### src/rtl/scarv_cop_ienc_pkg.sv
// Shared definitions for the SCARV coprocessor instruction encoder/issuer:
// opcode, instruction formats, completion status codes and FSM states.
package scarv_cop_ienc_pkg;

    localparam logic [6:0] SCARV_COP_OPCODE = 7'b0101011;

    typedef enum logic [2:0] {
        SCARV_COP_FMT_R   = 3'd0,
        SCARV_COP_FMT_I8  = 3'd1,
        SCARV_COP_FMT_I10 = 3'd2,
        SCARV_COP_FMT_LD  = 3'd3,
        SCARV_COP_FMT_ST  = 3'd4,
        SCARV_COP_FMT_LI  = 3'd5
    } scarv_cop_fmt_t;

    localparam logic [1:0] SCARV_COP_ISTAT_OK      = 2'd0;
    localparam logic [1:0] SCARV_COP_ISTAT_EXC     = 2'd1;
    localparam logic [1:0] SCARV_COP_ISTAT_ERR     = 2'd2;
    localparam logic [1:0] SCARV_COP_ISTAT_TIMEOUT = 2'd3;

    typedef enum logic [2:0] {
        ST_IDLE  = 3'd0,
        ST_ENC   = 3'd1,
        ST_ISSUE = 3'd2,
        ST_WAIT  = 3'd3,
        ST_DONE  = 3'd4
    } ienc_state_t;

endpackage

### src/rtl/scarv_cop_ienc_pack.sv
// Combinational field packing of a coprocessor instruction word.
// SCARV_COP_IENC_CHECK_EN adds an immediate range check reported through err.
module scarv_cop_ienc_pack
    import scarv_cop_ienc_pkg::*;
(
    input  logic [2:0]  fmt,
    input  logic [7:0]  funct,
    input  logic [2:0]  f3,
    input  logic [3:0]  crd,
    input  logic [3:0]  crs1,
    input  logic [3:0]  crs2,
    input  logic [4:0]  rs1,
    input  logic [31:0] imm,
    output logic [31:0] insn,
    output logic        err
);

    logic fmt_bad;
    logic range_ok;

    always_comb begin
        insn    = {25'd0, SCARV_COP_OPCODE};
        fmt_bad = 1'b0;
        case (fmt)
            SCARV_COP_FMT_R:   insn = {funct, crs2, 1'b0, crs1, f3, 1'b0, crd, SCARV_COP_OPCODE};
            SCARV_COP_FMT_I8:  insn = {imm[7:0], crs2, 1'b0, crs1, f3, 1'b0, crd, SCARV_COP_OPCODE};
            SCARV_COP_FMT_I10: insn = {imm[9:0], funct[1:0], 1'b0, crs1, f3, 1'b0, crd, SCARV_COP_OPCODE};
            SCARV_COP_FMT_LD:  insn = {imm[10:0], funct[0], rs1, f3, 1'b0, crd, SCARV_COP_OPCODE};
            SCARV_COP_FMT_ST:  insn = {imm[10:4], funct[0], crs2, rs1, f3, 1'b0, imm[3:0], SCARV_COP_OPCODE};
            SCARV_COP_FMT_LI:  insn = {imm[15:5], funct[0], imm[4:0], f3, 1'b0, crd, SCARV_COP_OPCODE};
            default:           fmt_bad = 1'b1;
        endcase
    end

`ifdef SCARV_COP_IENC_CHECK_EN
    // LD/ST offsets are signed 11-bit; the others are unsigned field widths.
    always_comb begin
        range_ok = 1'b1;
        case (fmt)
            SCARV_COP_FMT_I8:  range_ok = (imm[31:8] == '0);
            SCARV_COP_FMT_I10: range_ok = (imm[31:10] == '0);
            SCARV_COP_FMT_LD,
            SCARV_COP_FMT_ST:  range_ok = (imm[31:10] == '0) || (imm[31:10] == '1);
            SCARV_COP_FMT_LI:  range_ok = (imm[31:16] == '0);
            default:           range_ok = 1'b1;
        endcase
    end
`else
    logic unused_imm;
    assign range_ok   = 1'b1;
    assign unused_imm = ^imm[31:16];
`endif

    assign err = fmt_bad || !range_ok;

endmodule

### src/rtl/scarv_cop_iencode.sv
// SCARV coprocessor instruction encoder/issuer: capture, encode, issue, wait, report.
// Optional immediate range check enabled by defining SCARV_COP_IENC_CHECK_EN.
module scarv_cop_iencode
    import scarv_cop_ienc_pkg::*;
#(
    parameter int RSP_TIMEOUT = 255
) (
    input  logic        g_clk,
    input  logic        g_resetn,
    input  logic        req_valid,
    output logic        req_ready,
    input  logic [2:0]  req_fmt,
    input  logic [7:0]  req_funct,
    input  logic [2:0]  req_f3,
    input  logic [3:0]  req_crd,
    input  logic [3:0]  req_crs1,
    input  logic [3:0]  req_crs2,
    input  logic [4:0]  req_rs1,
    input  logic [31:0] req_imm,
    output logic        cop_insn_valid,
    input  logic        cop_insn_ready,
    output logic [31:0] cop_insn,
    input  logic        cop_rsp_valid,
    input  logic        cop_rsp_exception,
    output logic        done_valid,
    input  logic        done_ready,
    output logic [1:0]  done_status,
    output logic [31:0] done_insn
);

    localparam logic [7:0] TMO = 8'(RSP_TIMEOUT);

    ienc_state_t state;
    logic [2:0]  fmt_q;
    logic [7:0]  funct_q;
    logic [2:0]  f3_q;
    logic [3:0]  crd_q;
    logic [3:0]  crs1_q;
    logic [3:0]  crs2_q;
    logic [4:0]  rs1_q;
    logic [31:0] imm_q;
    logic [7:0]  tmo_cnt;
    logic [31:0] pack_insn;
    logic        pack_err;

    scarv_cop_ienc_pack u_pack (
        .fmt   (fmt_q),
        .funct (funct_q),
        .f3    (f3_q),
        .crd   (crd_q),
        .crs1  (crs1_q),
        .crs2  (crs2_q),
        .rs1   (rs1_q),
        .imm   (imm_q),
        .insn  (pack_insn),
        .err   (pack_err)
    );

    always_ff @(posedge g_clk or negedge g_resetn) begin
        if (!g_resetn) begin
            state          <= ST_IDLE;
            req_ready      <= 1'b1;
            cop_insn_valid <= 1'b0;
            cop_insn       <= '0;
            done_valid     <= 1'b0;
            done_status    <= SCARV_COP_ISTAT_OK;
            done_insn      <= '0;
            fmt_q          <= '0;
            funct_q        <= '0;
            f3_q           <= '0;
            crd_q          <= '0;
            crs1_q         <= '0;
            crs2_q         <= '0;
            rs1_q          <= '0;
            imm_q          <= '0;
            tmo_cnt        <= '0;
        end else begin
            case (state)
                ST_IDLE: begin
                    if (req_valid) begin
                        fmt_q     <= req_fmt;
                        funct_q   <= req_funct;
                        f3_q      <= req_f3;
                        crd_q     <= req_crd;
                        crs1_q    <= req_crs1;
                        crs2_q    <= req_crs2;
                        rs1_q     <= req_rs1;
                        imm_q     <= req_imm;
                        req_ready <= 1'b0;
                        state     <= ST_ENC;
                    end
                end
                ST_ENC: begin
                    if (pack_err) begin
                        done_valid  <= 1'b1;
                        done_status <= SCARV_COP_ISTAT_ERR;
                        done_insn   <= pack_insn;
                        state       <= ST_DONE;
                    end else begin
                        cop_insn       <= pack_insn;
                        cop_insn_valid <= 1'b1;
                        state          <= ST_ISSUE;
                    end
                end
                ST_ISSUE: begin
                    if (cop_insn_ready) begin
                        cop_insn_valid <= 1'b0;
                        tmo_cnt        <= '0;
                        // A response coinciding with acceptance completes immediately.
                        if (cop_rsp_valid) begin
                            done_valid  <= 1'b1;
                            done_status <= cop_rsp_exception ? SCARV_COP_ISTAT_EXC : SCARV_COP_ISTAT_OK;
                            done_insn   <= cop_insn;
                            state       <= ST_DONE;
                        end else begin
                            state <= ST_WAIT;
                        end
                    end
                end
                ST_WAIT: begin
                    if (cop_rsp_valid) begin
                        done_valid  <= 1'b1;
                        done_status <= cop_rsp_exception ? SCARV_COP_ISTAT_EXC : SCARV_COP_ISTAT_OK;
                        done_insn   <= cop_insn;
                        state       <= ST_DONE;
                    end else if (tmo_cnt + 8'd1 == TMO) begin
                        done_valid  <= 1'b1;
                        done_status <= SCARV_COP_ISTAT_TIMEOUT;
                        done_insn   <= cop_insn;
                        state       <= ST_DONE;
                    end else begin
                        tmo_cnt <= tmo_cnt + 8'd1;
                    end
                end
                ST_DONE: begin
                    if (done_ready) begin
                        done_valid <= 1'b0;
                        req_ready  <= 1'b1;
                        state      <= ST_IDLE;
                    end
                end
                default: begin
                    state     <= ST_IDLE;
                    req_ready <= 1'b1;
                end
            endcase
        end
    end

endmodule

### config.mk
export PLATFORM = sky130hd
export DESIGN_NAME = scarv_cop_iencode
export DESIGN_NICKNAME = d
export VERILOG_FILES = /design/src/rtl/scarv_cop_ienc_pkg.sv /design/src/rtl/scarv_cop_ienc_pack.sv /design/src/rtl/scarv_cop_iencode.sv
export SDC_FILE = /design/constraint.sdc
export NUM_CORES = 1
export LEC_CHECK = 0
export ABC_AREA = 0
export BUFFER_PORTS_ARGS = -buffer_cell sky130_fd_sc_hd__buf_2
export CAP_MARGIN = 10
export CORE_UTILIZATION = 54
export CTS_CLUSTER_DIAMETER = 30
export CTS_CLUSTER_SIZE = 14
export DETAILED_ROUTE_END_ITERATION = 6
export PLACE_DENSITY = 0.92
export SLEW_MARGIN = 20
export SYNTH_ARGS = -nofsm -noshare
export SYNTH_HDL_FRONTEND = slang
export SYNTH_SLANG_ARGS = --single-unit
### constraint.sdc
create_clock -name g_clk -period 2.55 [get_ports g_clk]
set_input_delay 0.51 -clock g_clk [delete_from_list [all_inputs] [get_ports g_clk]]
set_output_delay 0.51 -clock g_clk [all_outputs]
set_load 0.1 [all_outputs]
**After elaboration in Yosys (flattened, before gate mapping)**

Cells that the tools add are included.

- Add/sub/neg operators: 1
- Multiply operators: 0
- Divide/modulo/power cells: 0
- $lt $le $gt $ge: 0
- Eq/ne operators: 19
- Shift-type cells: 0
- Multiplexer cells: 39
- Bitwise gates (word level): 1
- Reductions and logical operators: 16

Operators with widths:

| kind | number |
|---|---|
| $pmux 32 s6 | 1 |
| $mux 32 | 5 |
| $pmux 32 s3 | 1 |
| $mux 8 | 3 |
| $mux 3 | 7 |
| $ne 2x2->1 const B | 8 |
| $pmux 8 s2 | 1 |
| $pmux 3 s5 | 1 |
| $eq 3x2->1 const B | 4 |
| $mux 1 | 11 |
| $mux 2 | 5 |
| $eq 3x3->1 const B | 3 |
| $add 8x1->8 const B | 1 |
| $eq 8x8->1 const B | 1 |
| $reduce_and 4->1 | 2 |
| $eq 3x1->1 const B | 2 |
| $logic_not 3->1 | 2 |
| $pmux 2 s3 | 1 |
| $reduce_and 3->1 | 2 |
| $reduce_and 6->1 | 1 |
| $reduce_or 6->1 | 1 |
| $reduce_and 5->1 | 1 |
| $pmux 1 s4 | 1 |
| $reduce_and 2->1 | 2 |
| other kinds (8) | 9 |

- Register bits: 127
- Latch bits: 0
- Memory bits (writable): 0
- Memory bits (read-only): 0
- Input bits: 70
- Output and inout port bits: 69
- Word-level logic and storage cells: 92
- Memories kept: 0

**Depth between registers and ports, before layout**

Gate-level depths: netlist of the first run.

- Depth in word-level cells: 5
- Gate-level depth with buffers: 8
- Depth with buffers taken out: 6

**Cells and area by module**

A second synthesis of the first run with hierarchy kept.

- Cell total of the unflattened synthesis: 635
- Area total of the unflattened synthesis: 7310.8 um2

Modules (own cells, without submodules):

| module | times used | cells an instance | area an instance (um2) | sequential area each (um2) |
|---|---|---|---|---|
| scarv_cop_iencode | 1 | 489 | 6268.5 | 3579.7 |
| scarv_cop_ienc_pack | 1 | 146 | 1042.2 | 0.0 |

**Worst setup path after synthesis of the first run**

No wires, ideal clock.

- Path kind: reg2reg
- Start: register tmo_cnt[0]
- End: register done_insn[25]
- Setup time: 125 ps
- Arrival time: 1964 ps
- Data required time: 2425 ps
- Path slack: 461 ps
- Cell stages (with the launch flop): 9
- Buffers on the path: 2
- Path through: dfrtp_1 > ha_1 > nand3_2 > or3_1 > a211oi_2 > o21ai_1 > buf_4 > buf_6 > mux2_4

- Cells in the longest elaborated chain, start to end: 4

Ends and longest elaborated chain:

| item | RTL line | source |
|---|---|---|
| from (decl) | scarv_cop_iencode.sv:42 | `logic [7:0] tmo_cnt;` |
| from (signal assigned) | scarv_cop_iencode.sv:132 | `tmo_cnt <= tmo_cnt + 8'd1;` |
| $add 8x1->8 | scarv_cop_iencode.sv:126 | `end else if (tmo_cnt + 8'd1 == TMO) begin` |
| $eq 8x8->1 | scarv_cop_iencode.sv:126 |  |
| $ne 3x3->1 (no line) | n/a |  |
| $reduce_and 5->1 (no line) | n/a |  |
| to (signal assigned) | scarv_cop_iencode.sv:113 | `done_insn <= cop_insn;` |
| to (signal assigned) | scarv_cop_iencode.sv:124 | `done_insn <= cop_insn;` |
| to (signal assigned) | scarv_cop_iencode.sv:129 | `done_insn <= cop_insn;` |
| to (decl) | scarv_cop_iencode.sv:28 | `output logic [31:0] done_insn` |

No other way between the ends.
A chain may end at the register's enable or synchronous reset.

**Worst setup path after layout of the first run**

- Start: register tmo_cnt[1]
- End: register tmo_cnt[2]

- Cells in the longest elaborated chain, start to end: 4

Ends and longest elaborated chain:

| item | RTL line |
|---|---|
| $add 8x1->8 * | scarv_cop_iencode.sv:126, scarv_cop_iencode.sv:132 |
| $eq 8x8->1 or $mux 8 (tied branches) | scarv_cop_iencode.sv:126 |
| $ne 2x2->1 (no line) or $mux 8 (tied branches) | n/a |
| $reduce_and 4->1 (no line) or $pmux 8 s2 (tied branches) | n/a |

Every way passes the cells marked *; elsewhere a longest branch is shown, timed or not. The select of a mux whose other input is x is not followed.

==> results of run 1 <==
-- critical path, delay by kind of cell, from the launching register on --
kind | cells | cell delay, ns
AO/OA/AOI/OAI | 2 | 0.72
adder cells (fa/ha/maj) | 1 | 0.26
buffers and inverters | 1 | 0.20
flip-flops | 1 | 0.41
AND/OR/NAND/NOR | 3 | 0.57
-- metrics by stage --
stage / util [%] / hold WS [ns] / cells / instance area [um2] / setup slack (ns)
detailed placement: 63.6 / 0.491 / 752 / 6330 / 0.275
floorplan: - / 0.214 / 540 / 5660 / 0.461
global route: 69.7 / 0.0670 / 784 / 6940 / 0.116
finish: 69.7 / 0.0148 / 784 / 6940 / 0.255
CTS: 69.7 / 0.0459 / 784 / 6940 / 0.256
global placement: 63.6 / 0.482 / 752 / 6330 / 0.345
-- area by class of cell --
type	count	area, um2
repair buffers	132	746
clock inverters	15	196
inverters	19	71.3
fillers	727	3020
clock buffers	17	414
flip-flops and latches	113	2830
multi-input cells	355	2510
well taps	133	166
-- state kept, by name (all words and copies together), names as in the netlist, 2 cells and up --
register	cells
fmt_q	3
imm_q	16
done_status	2
tmo_cnt	8
done_insn	25
state	3
crs1_q	4
rs1_q	5
f3_q	3
cop_insn	25
funct_q	8
crd_q	4
crs2_q	4
-- final timing paths --
| kind | startpoint | cells past startpoint | to | slack [ns] |
|---|---|---|---|---|
| min reg2reg | done_status[0]$_DFFE_PN0P_ | 1 | done_status[0]$_DFFE_PN0P_ | 0.50 |
| max | tmo_cnt[1]$_DFFE_PN0P_ | 7 | tmo_cnt[2]$_DFFE_PN0P_ | 0.26 |
| min | g_resetn | 1 | tmo_cnt[7]$_DFFE_PN0P_ | 0.01 |
| max reg2reg | tmo_cnt[1]$_DFFE_PN0P_ | 7 | tmo_cnt[2]$_DFFE_PN0P_ | 0.26 |
| min in group g_clk | req_rs1[1] | 2 | rs1_q[1]$_DFFE_PN0P_ | 0.22 |
| max in group asynchronous | g_resetn | 2 | cop_insn[19]$_DFFE_PN0P_ | 1.91 |
-- metal layers --
metal  GRT usage, %  up-vias  share of wire, %
met2           44.0      204                50
met3           6.20       20               6.1
li1               -     2099                 -
met1           34.8     2267                42
met4           9.39        0               1.7
met5              0        -                 0
-- cells in the final DEF, fill, tap and decap left out, drive strengths merged, types with 2 or more instances in the layout --
cell type  count
o311ai         2
nand2b         9
a211o          3
bufinv         3
nor2          30
mux2i         15
nor4           2
a22oi          7
conb           8
inv           25
a32oi          2
a221o          4
a21o           5
clkinv         6
a2bb2oi        8
dfrtp        112
nor3           3
or3            2
o21ai         32
nand2         46
and2           4
ha             2
or2            2
buf          132
o22a           3
nand3         12
a22o           5
a21oi         33
a211oi         3
and3           4
o22ai          2
a311oi         4
a31oi          8
mux2          74
clkbuf        17
nor2b          7
nand4          3
-- cells by family (layout without fill, tap and decap cells) --
family	Yosys count	count (layout)	share of synthesized area, %
compound gates	126	126	14.6
other cells	1	8	0.0665
flops	113	113	50.2
buf+inv	72	183	6.04
fa+ha+maj	2	2	0.444
mux	89	89	17.6
xor+xnor	2	2	0.311
simple gates	128	128	10.7
==> results_dict.tcl, run 1 <==
set metrics [dict create \
    status "completed" \
    drtIter0Drc 252 \
    grt_pass1_wl_um 22600 \
    max_freq_mhz 436 \
    async_flop_share_pct 100 \
    grt_pass1_vias 4494 \
    cts-root-buf "clkbuf_8" \
    die_h_um 104 \
    required_ns 2.95 \
    fin_crit_ns 2.29 \
    fin_tns_setup_ns 0 \
    cts_tree "done" \
    synthFlopType "dfrtp_1" \
    vias_per_cell 5.85 \
    antenna_found_initial 0 \
    synth_seq_cells 113 \
    port_buffers 114 \
    drive_above_1_share_pct 37.9 \
    cts_buffers 17 \
    cts_resized 0 \
    ctsHoldBuffers 0 \
    critPathMaxFanout 5 \
    row_count 36 \
    slew_headroom_pct 55.7 \
    synth_edf_count 0 \
    dieArea_um2 10800 \
    synth.largest_area_cell "dfrtp_1" \
    timing.final.hold_violations 0 \
    wire_per_inst_um 17.7 \
    insertion_delay_ns 0.52 \
    grt_usage_pct 26.8 \
    nets 710 \
    antenna_cells 0 \
    dpl.hpwl_um 9390 \
    finClkSkew_ns 0.00985 \
    num_io_pins 139 \
    worst_pin_slew_ns 0.665 \
    cp.arrival_ns 2.70 \
    grt_max_degree 52 \
    core_area_um2 9950 \
    end_kind "flop" \
    grt_overflow 0 \
    clkTransAtPathRegs_ns 0.06 \
    synth_area_per_cell_um2 10.6 \
    synth_top_area_share_pct 49.7 \
    synth.most_common_cell "dfrtp_1" \
    grt_setup_unrepaired "false" \
    post-cts-setup-buffers 0 \
    ys_warn_count 0 \
    yosysUniqueCellTypes 55 \
    place_congestion 0.910 \
    yosysSeqAreaShare_pct 50.2 \
    finalSetupViolCount 0 \
    critPathLaunchType "flop" \
    wl_um 13800 \
    worstSetupPathType "flop to flop" \
    cts_sinks 113 \
    path_cells "ha_1, nand3_2, or3_1, a211oi_2, buf_4, nor2_1, a221o_1" \
    drc 0 \
    synthTopCellsByCount "dfrtp_1 (112), mux2_2 (72), nand2_1 (46)" \
    fin_crit_sh_pct 90.0 \
    htree_levels 4 \
    synthCells 533 \
    netlist_area_um2 5640 \
    slew_viol_final 0 \
    drv_cap 0 \
    dr.pass1.iters 5 \
    syn_to_final_growth_pct 23.1 \
    drtAntennaViolNets 0 \
    synth_area_leaders "dfrtp_1 (50%), mux2_2 (14%), nand2_1 (3.1%), a21oi_1 (2.9%), o21ai_0 (2.8%)" \
    die_w_um 104 \
    start_util_pct 56.6 \
    worstHoldPathType "input port to async pin" \
    max_stage_delay_ns 0.41 \
    crit_path_top_delay_cell "dfrtp_1" \
    clockBufferDepth 2 \
    dr_total_vias 4590 \
]
Power of run 1 is left out: the tool's default activity adds up to more than one toggle a clock period on the data nets, which glitch-free logic cannot reach.
==> run 2: changes to the inputs <==
--- a/config.mk
+++ b/config.mk
@@ -12,6 +12,7 @@
 export CTS_CLUSTER_DIAMETER = 30
 export CTS_CLUSTER_SIZE = 14
 export DETAILED_ROUTE_END_ITERATION = 6
+export GPL_TIMING_DRIVEN = 0
 export PLACE_DENSITY = 0.92
 export SLEW_MARGIN = 20
 export SYNTH_ARGS = -nofsm -noshare
==> constraint.sdc (replaced) <==
create_clock -name g_clk -period 2.55 [get_ports g_clk]
set_input_delay 0.51 -clock g_clk [delete_from_list [all_inputs] [get_ports g_clk]]
set_output_delay 0.51 -clock g_clk [all_outputs]
set_load 0.05 [all_outputs]
==> run 2 against run 1 <==
Against the previous run: fmax shrank 3.7%; setup slack lost 0.089 ns; routed wire length grew 8.4%; die area is the same; register-to-register slack lost 0.09 ns; cell count grew 4.7%; critical path type unchanged.
==> results_dict.tcl, run 2 (synthesized netlist as in run 1, its figures left out) <==
set metrics [dict create \
    status "completed" \
    dpl.hpwl_um 10800 \
    path_cells "nor2b_1, clkbuf_1, nand3b_1, o21ai_1, buf_4, buf_6, mux2_4" \
    fin_crit_ns 2.38 \
    port_buffers 114 \
    place_congestion 0.957 \
    worst_pin_slew_ns 0.615 \
    start_util_pct 56.6 \
    post-cts-setup-buffers 0 \
    num_io_pins 139 \
    wl_um 15000 \
    cp.buffers_inverters 3 \
    grt_max_degree 62 \
    fin_crit_sh_pct 93.5 \
    end_kind "flop" \
    grt_pass1_wl_um 24400 \
    multiInputGateArea_um2 2490 \
    switching_power_uw 5170 \
    drtIter0Drc 365 \
    drtAntennaViolNets 0 \
    startpoint "state[1]$_DFFE_PN0P_" \
    grt_usage_pct 29.0 \
    vias_per_cell 5.89 \
    grt_pass1_vias 4884 \
    dp.cells 788 \
    die_w_um 104 \
    sw_frac_of_total_pct 46.8 \
    dieArea_um2 10800 \
    grt_setup_unrepaired "false" \
    insertion_delay_ns 0.52 \
    power.density_nw_per_um2 1580 \
    hold_depth 2 \
    clkTransAtPathRegs_ns 0.06 \
    min_from "req_crs1[3]" \
    cts-root-buf "clkbuf_8" \
    die_h_um 104 \
    rrSetupSlack_ns 0.17 \
    cts_buffers 17 \
    drc 0 \
    worstHoldPathType "input port to flop" \
    dr.pass1.iters 5 \
    critPathLaunchType "flop" \
    final_cell_mix "buf_2 (118), dfrtp_1 (112), mux2_2 (72), nand2_1 (46), a21oi_1 (33)" \
    cp.arrival_ns 2.79 \
    setup_ws_ns 0.166 \
    cts_sinks 113 \
    row_count 36 \
    pwr-share-clk_pct 19.7 \
    r2r_start "state[1]$_DFFE_PN0P_" \
    finalPower_uw 11100 \
    hold_slack_ns 0.221 \
    power.internal_uw 5880 \
    max_stage_delay_ns 0.48 \
    crit_family "buffers and inverters" \
    nets 747 \
    pre_cts_ws_ns 0.152 \
    fin_cells 821 \
    rr_endpoint "done_insn[25]$_DFFE_PN0P_" \
    worstSetupPathType "flop to flop" \
    fillers 762 \
    cts_tree "done" \
    wire_per_inst_um 18.3 \
    holdPathEnd "crs1_q[3]$_DFFE_PN0P_" \
    htree_levels 4 \
    crit_path_top_delay_cell "clkbuf_1" \
    reg.largest.list "cop_insn: 25 flops, done_insn: 25 flops, imm_q: 16 flops" \
    max_freq_mhz 420 \
    finClkSkew_ns 0.0124 \
    critPathMaxFanout 10 \
    slew_headroom_pct 59.0 \
    leakagePower_uw 0.00329 \
    core_area_um2 9950 \
    slew_viol_final 0 \
    dr_total_vias 4835 \
    antenna_found_initial 0 \
    timing.final.hold_violations 0 \
    clockBufferDepth 2 \
    layout_commonest_cell "buf_2" \
    grt_overflow 0 \
    seqCellArea_um2 2830 \
    required_ns 2.95 \
    drive_above_1_share_pct 36.3 \
    combPwrFrac_pct 50.1 \
    peakVddDrop_uv 835 \
    pwr-share-seq_pct 30.1 \
    finalSetupViolCount 0 \
    antenna_cells 0 \
    drv_cap 0 \
    syn_to_final_growth_pct 24.1 \
    rr_worst_depth 7 \
]
## run 2: metrics by stage
stage                     util [%]  TNS [ns]  area [um2]
final                         70.3         0        7000
after global routing          70.3         0        7000
after CTS                     70.2         0        6990
after detailed placement      64.6         0        6430
after global placement        64.3    -20.36        6400
after floorplan                  -         0        5660
## run 2: how the worst max path moves through the flow
stage	endpoint	slack [ns]	depth (start not counted)
after floorplan	done_insn[25]$_DFFE_PN0P_	0.46	8
after global placement	crs1_q[3]$_DFFE_PN0P_	-0.19	1
after detailed placement	cop_insn[30]$_DFFE_PN0P_	0.15	7
after CTS	cop_insn[27]$_DFFE_PN0P_	0.02	7
after global routing	cop_insn[28]$_DFFE_PN0P_	0.02	7
final	done_insn[25]$_DFFE_PN0P_	0.17	7
## run 2: area by class of cell
class,count,area share [%]
plain buffers,53,3.90
well taps,133,2.38
flip-flops and latches,113,40.4
multi-input cells,355,35.6
clock buffers,17,5.92
repair buffers,116,8.78
inverters,19,1.02
clock inverters,15,1.93
## run 2: per-layer routing
layer,GRT usage [%],wire (um)
met1,36.6,5920
met2,47.5,7420
met3,6.83,1290
met4,12.9,386
met5,0,0
## run 2: power groups by stage
stage | combinational (uW) | sequential (uW) | clock, uW
floorplan | 2850 | 4450 | 0
global placement | 5250 | 3270 | 0
detailed placement | 5450 | 3330 | 0
CTS | 5500 | 3310 | 2200
global route | 5900 | 3420 | 2300
finish | 5540 | 3330 | 2180
## run 2: repair_timing
item / in CTS / in global routing
endpoints found under the setup margin: 0 / 30
endpoints found under the hold margin: 52 / 0
resized for setup: 0 / 6
hold buffers: 1 / 0
## run 2: worst register-to-register path, stage by stage, from the launching register on
cell	delay (ns)
dfrtp_1	0.42
nor2b_1	0.15
clkbuf_1	0.48
nand3b_1	0.25
o21ai_1	0.22
buf_4	0.24
buf_6	0.21
mux2_4	0.31
(Power assumes the default switching activity.)
==> run 3: changes to the inputs <==
--- a/config.mk
+++ b/config.mk
@@ -8,13 +8,14 @@
 export ABC_AREA = 0
 export BUFFER_PORTS_ARGS = -buffer_cell sky130_fd_sc_hd__buf_2
 export CAP_MARGIN = 10
-export CORE_UTILIZATION = 54
+export CORE_UTILIZATION = 57
 export CTS_CLUSTER_DIAMETER = 30
 export CTS_CLUSTER_SIZE = 14
 export DETAILED_ROUTE_END_ITERATION = 6
 export GPL_TIMING_DRIVEN = 0
-export PLACE_DENSITY = 0.92
+export PLACE_DENSITY = 0.93
 export SLEW_MARGIN = 20
 export SYNTH_ARGS = -nofsm -noshare
 export SYNTH_HDL_FRONTEND = slang
+export SYNTH_HIERARCHICAL = 1
 export SYNTH_SLANG_ARGS = --single-unit
==> run 3 against run 2 <==
Against the previous run: clock skew decreased by 0.00089 ns; routed wire length rose by 17%; hold slack got worse by 0.22 ns; area after synthesis grew 19%; setup slack gained 0.024 ns; highest routed layer unchanged; design area increased by 17%; critical path depth is the same; largest cell class is now multi-input gates.
==> results_dict.tcl, run 3 <==
set metrics [dict create \
    grt_pass1_vias 5576 \
    start_util_pct 58.7 \
    worst_pin_slew_ns 0.683 \
    core_area_um2 11500 \
    slew_headroom_pct 54.2 \
    port_buffers 122 \
    cts_buffers 17 \
    hold_slack_ns 0.00571 \
    finClkSkew_ns 0.0115 \
    htree_levels 4 \
    path_cells "buf_6, buf_2, nand2_1, inv_1, nor3b_2, buf_2, mux2_2" \
    reg.largest.list "cop_insn: 32 flops, done_insn: 32 flops, imm_q: 16 flops" \
    setup_ws_ns 0.190 \
    dp.cells 875 \
    dr.pass1.iters 5 \
    worstSetupPathType "flop to flop" \
    final_util_pct 71.6 \
    place_congestion 0.894 \
    cts_tree "done" \
    num_io_pins 139 \
    max_freq_mhz 424 \
    wl_um 17600 \
    routed.top_layer "met4" \
    cts_resized 0 \
    end_kind "flop" \
    cts-root-buf "clkbuf_16" \
    fin_crit_ns 2.36 \
    fin_cells 906 \
    endpoint "cop_insn[30]$_DFFE_PN0P_" \
    critPathLaunchType "flop" \
    netlist_area_um2 6730 \
    drtIter0Drc 286 \
    drtAntennaViolNets 0 \
    final_cell_mix "buf_2 (140), dfrtp_1 (126), nand2_1 (117), mux2_2 (89)" \
    die_h_um 111 \
    worstHoldPathType "input port to async pin" \
    crit_path_top_delay_cell "nor3b_2" \
    dr_total_vias 5349 \
    wire_per_inst_um 19.4 \
    path_common_cell "buf_2" \
    clockBufferDepth 2 \
    clkTransAtPathRegs_ns 0.06 \
    vias_per_cell 5.90 \
    post-cts-setup-buffers 0 \
    drive_above_1_share_pct 41.8 \
    ys_warn_count 6 \
    rr_worst_depth 7 \
    grt_pass1_wl_um 28900 \
    syn_to_final_growth_pct 22.1 \
    drv_cap 0 \
    rr_endpoint "cop_insn[30]$_DFFE_PN0P_" \
    nets 822 \
    cts_sinks 127 \
    wl_met2_um 8860 \
    r2r_start "fmt_q[1]$_DFFE_PN0P_" \
    die_w_um 111 \
    row_count 39 \
    required_ns 2.86 \
    layout_commonest_cell "buf_2" \
    insertion_delay_ns 0.43 \
    finalSetupViolCount 0 \
    dpl.hpwl_um 12400 \
    timing.final.hold_violations 0 \
    fin_crit_sh_pct 92.6 \
    dieArea_um2 12200 \
    synthCells 603 \
    max_stage_delay_ns 0.45 \
    grt_usage_pct 30.3 \
    ctsHoldBuffers 0 \
    slew_viol_final 0 \
    startpoint "fmt_q[1]$_DFFE_PN0P_" \
    grt_max_degree 85 \
    status "completed" \
    drc 0 \
    pre_cts_ws_ns 0.0197 \
    synth_area_per_cell_um2 11.2 \
    grt_overflow 0 \
    wl_met1_um 7140 \
    critPathMaxFanout 10 \
    rrSetupSlack_ns 0.19 \
    cp.arrival_ns 2.67 \
    grt_setup_unrepaired "false" \
    fillers 756 \
    route.met3.wl_um 996 \
    antenna_cells 0 \
    antenna_found_initial 0 \
]
## run 3: worst max-delay path: cells and delay by family (launching register included)
family	cells	cell delay, ns
mux	1	0.39
simple gates	2	0.61
flops	1	0.39
buf+inv	4	0.85
## run 3: worst min-delay path by stage
stage / start / endpoint / slack, ns / cells past startpoint
floorplan: g_resetn / cop_insn[0]$_DFFE_PN0P_ / 0.21 / 0
global placement: cop_insn_valid$_DFFE_PN0P_ / cop_insn_valid$_DFFE_PN0P_ / 0.46 / 1
detailed placement: g_resetn / fmt_q[2]$_DFFE_PN0P_ / 0.45 / 1
CTS: g_resetn / crs1_q[0]$_DFFE_PN0P_ / 0.007 / 1
global route: g_resetn / f3_q[2]$_DFFE_PN0P_ / 0.03 / 1
finish: g_resetn / fmt_q[2]$_DFFE_PN0P_ / 0.006 / 1
## run 3: final cells by class
| class | instances | area (um2) | share of cell area (%) |
|---|---|---|---|
| clock inverter | 12 | 184 | 2.24 |
| tap | 143 | 179 | 2.18 |
| sequential | 127 | 3180 | 38.7 |
| clock buffer | 20 | 457 | 5.56 |
| timing repair buffer | 123 | 644 | 7.84 |
| inverter | 11 | 41.3 | 0.503 |
| buffer | 49 | 305 | 3.72 |
| multi-input combinational | 421 | 3230 | 39.3 |
## run 3: through the flow
step / area [um2] / setup TNS, ns
finish: 8220 / 0
global route: 8220 / 0
CTS: 8220 / 0
detailed placement: 7580 / 0
global placement: 7540 / -62.64
floorplan: 6750 / 0
## run 3: metal layers
layer  global-route usage (%)  vias up
met5                        0        -
met4                     14.8        0
met3                     6.23       51
met2                     50.5      269
met1                     37.6     2641
li1                         -     2388
Power of run 3 is left out for the same reason.
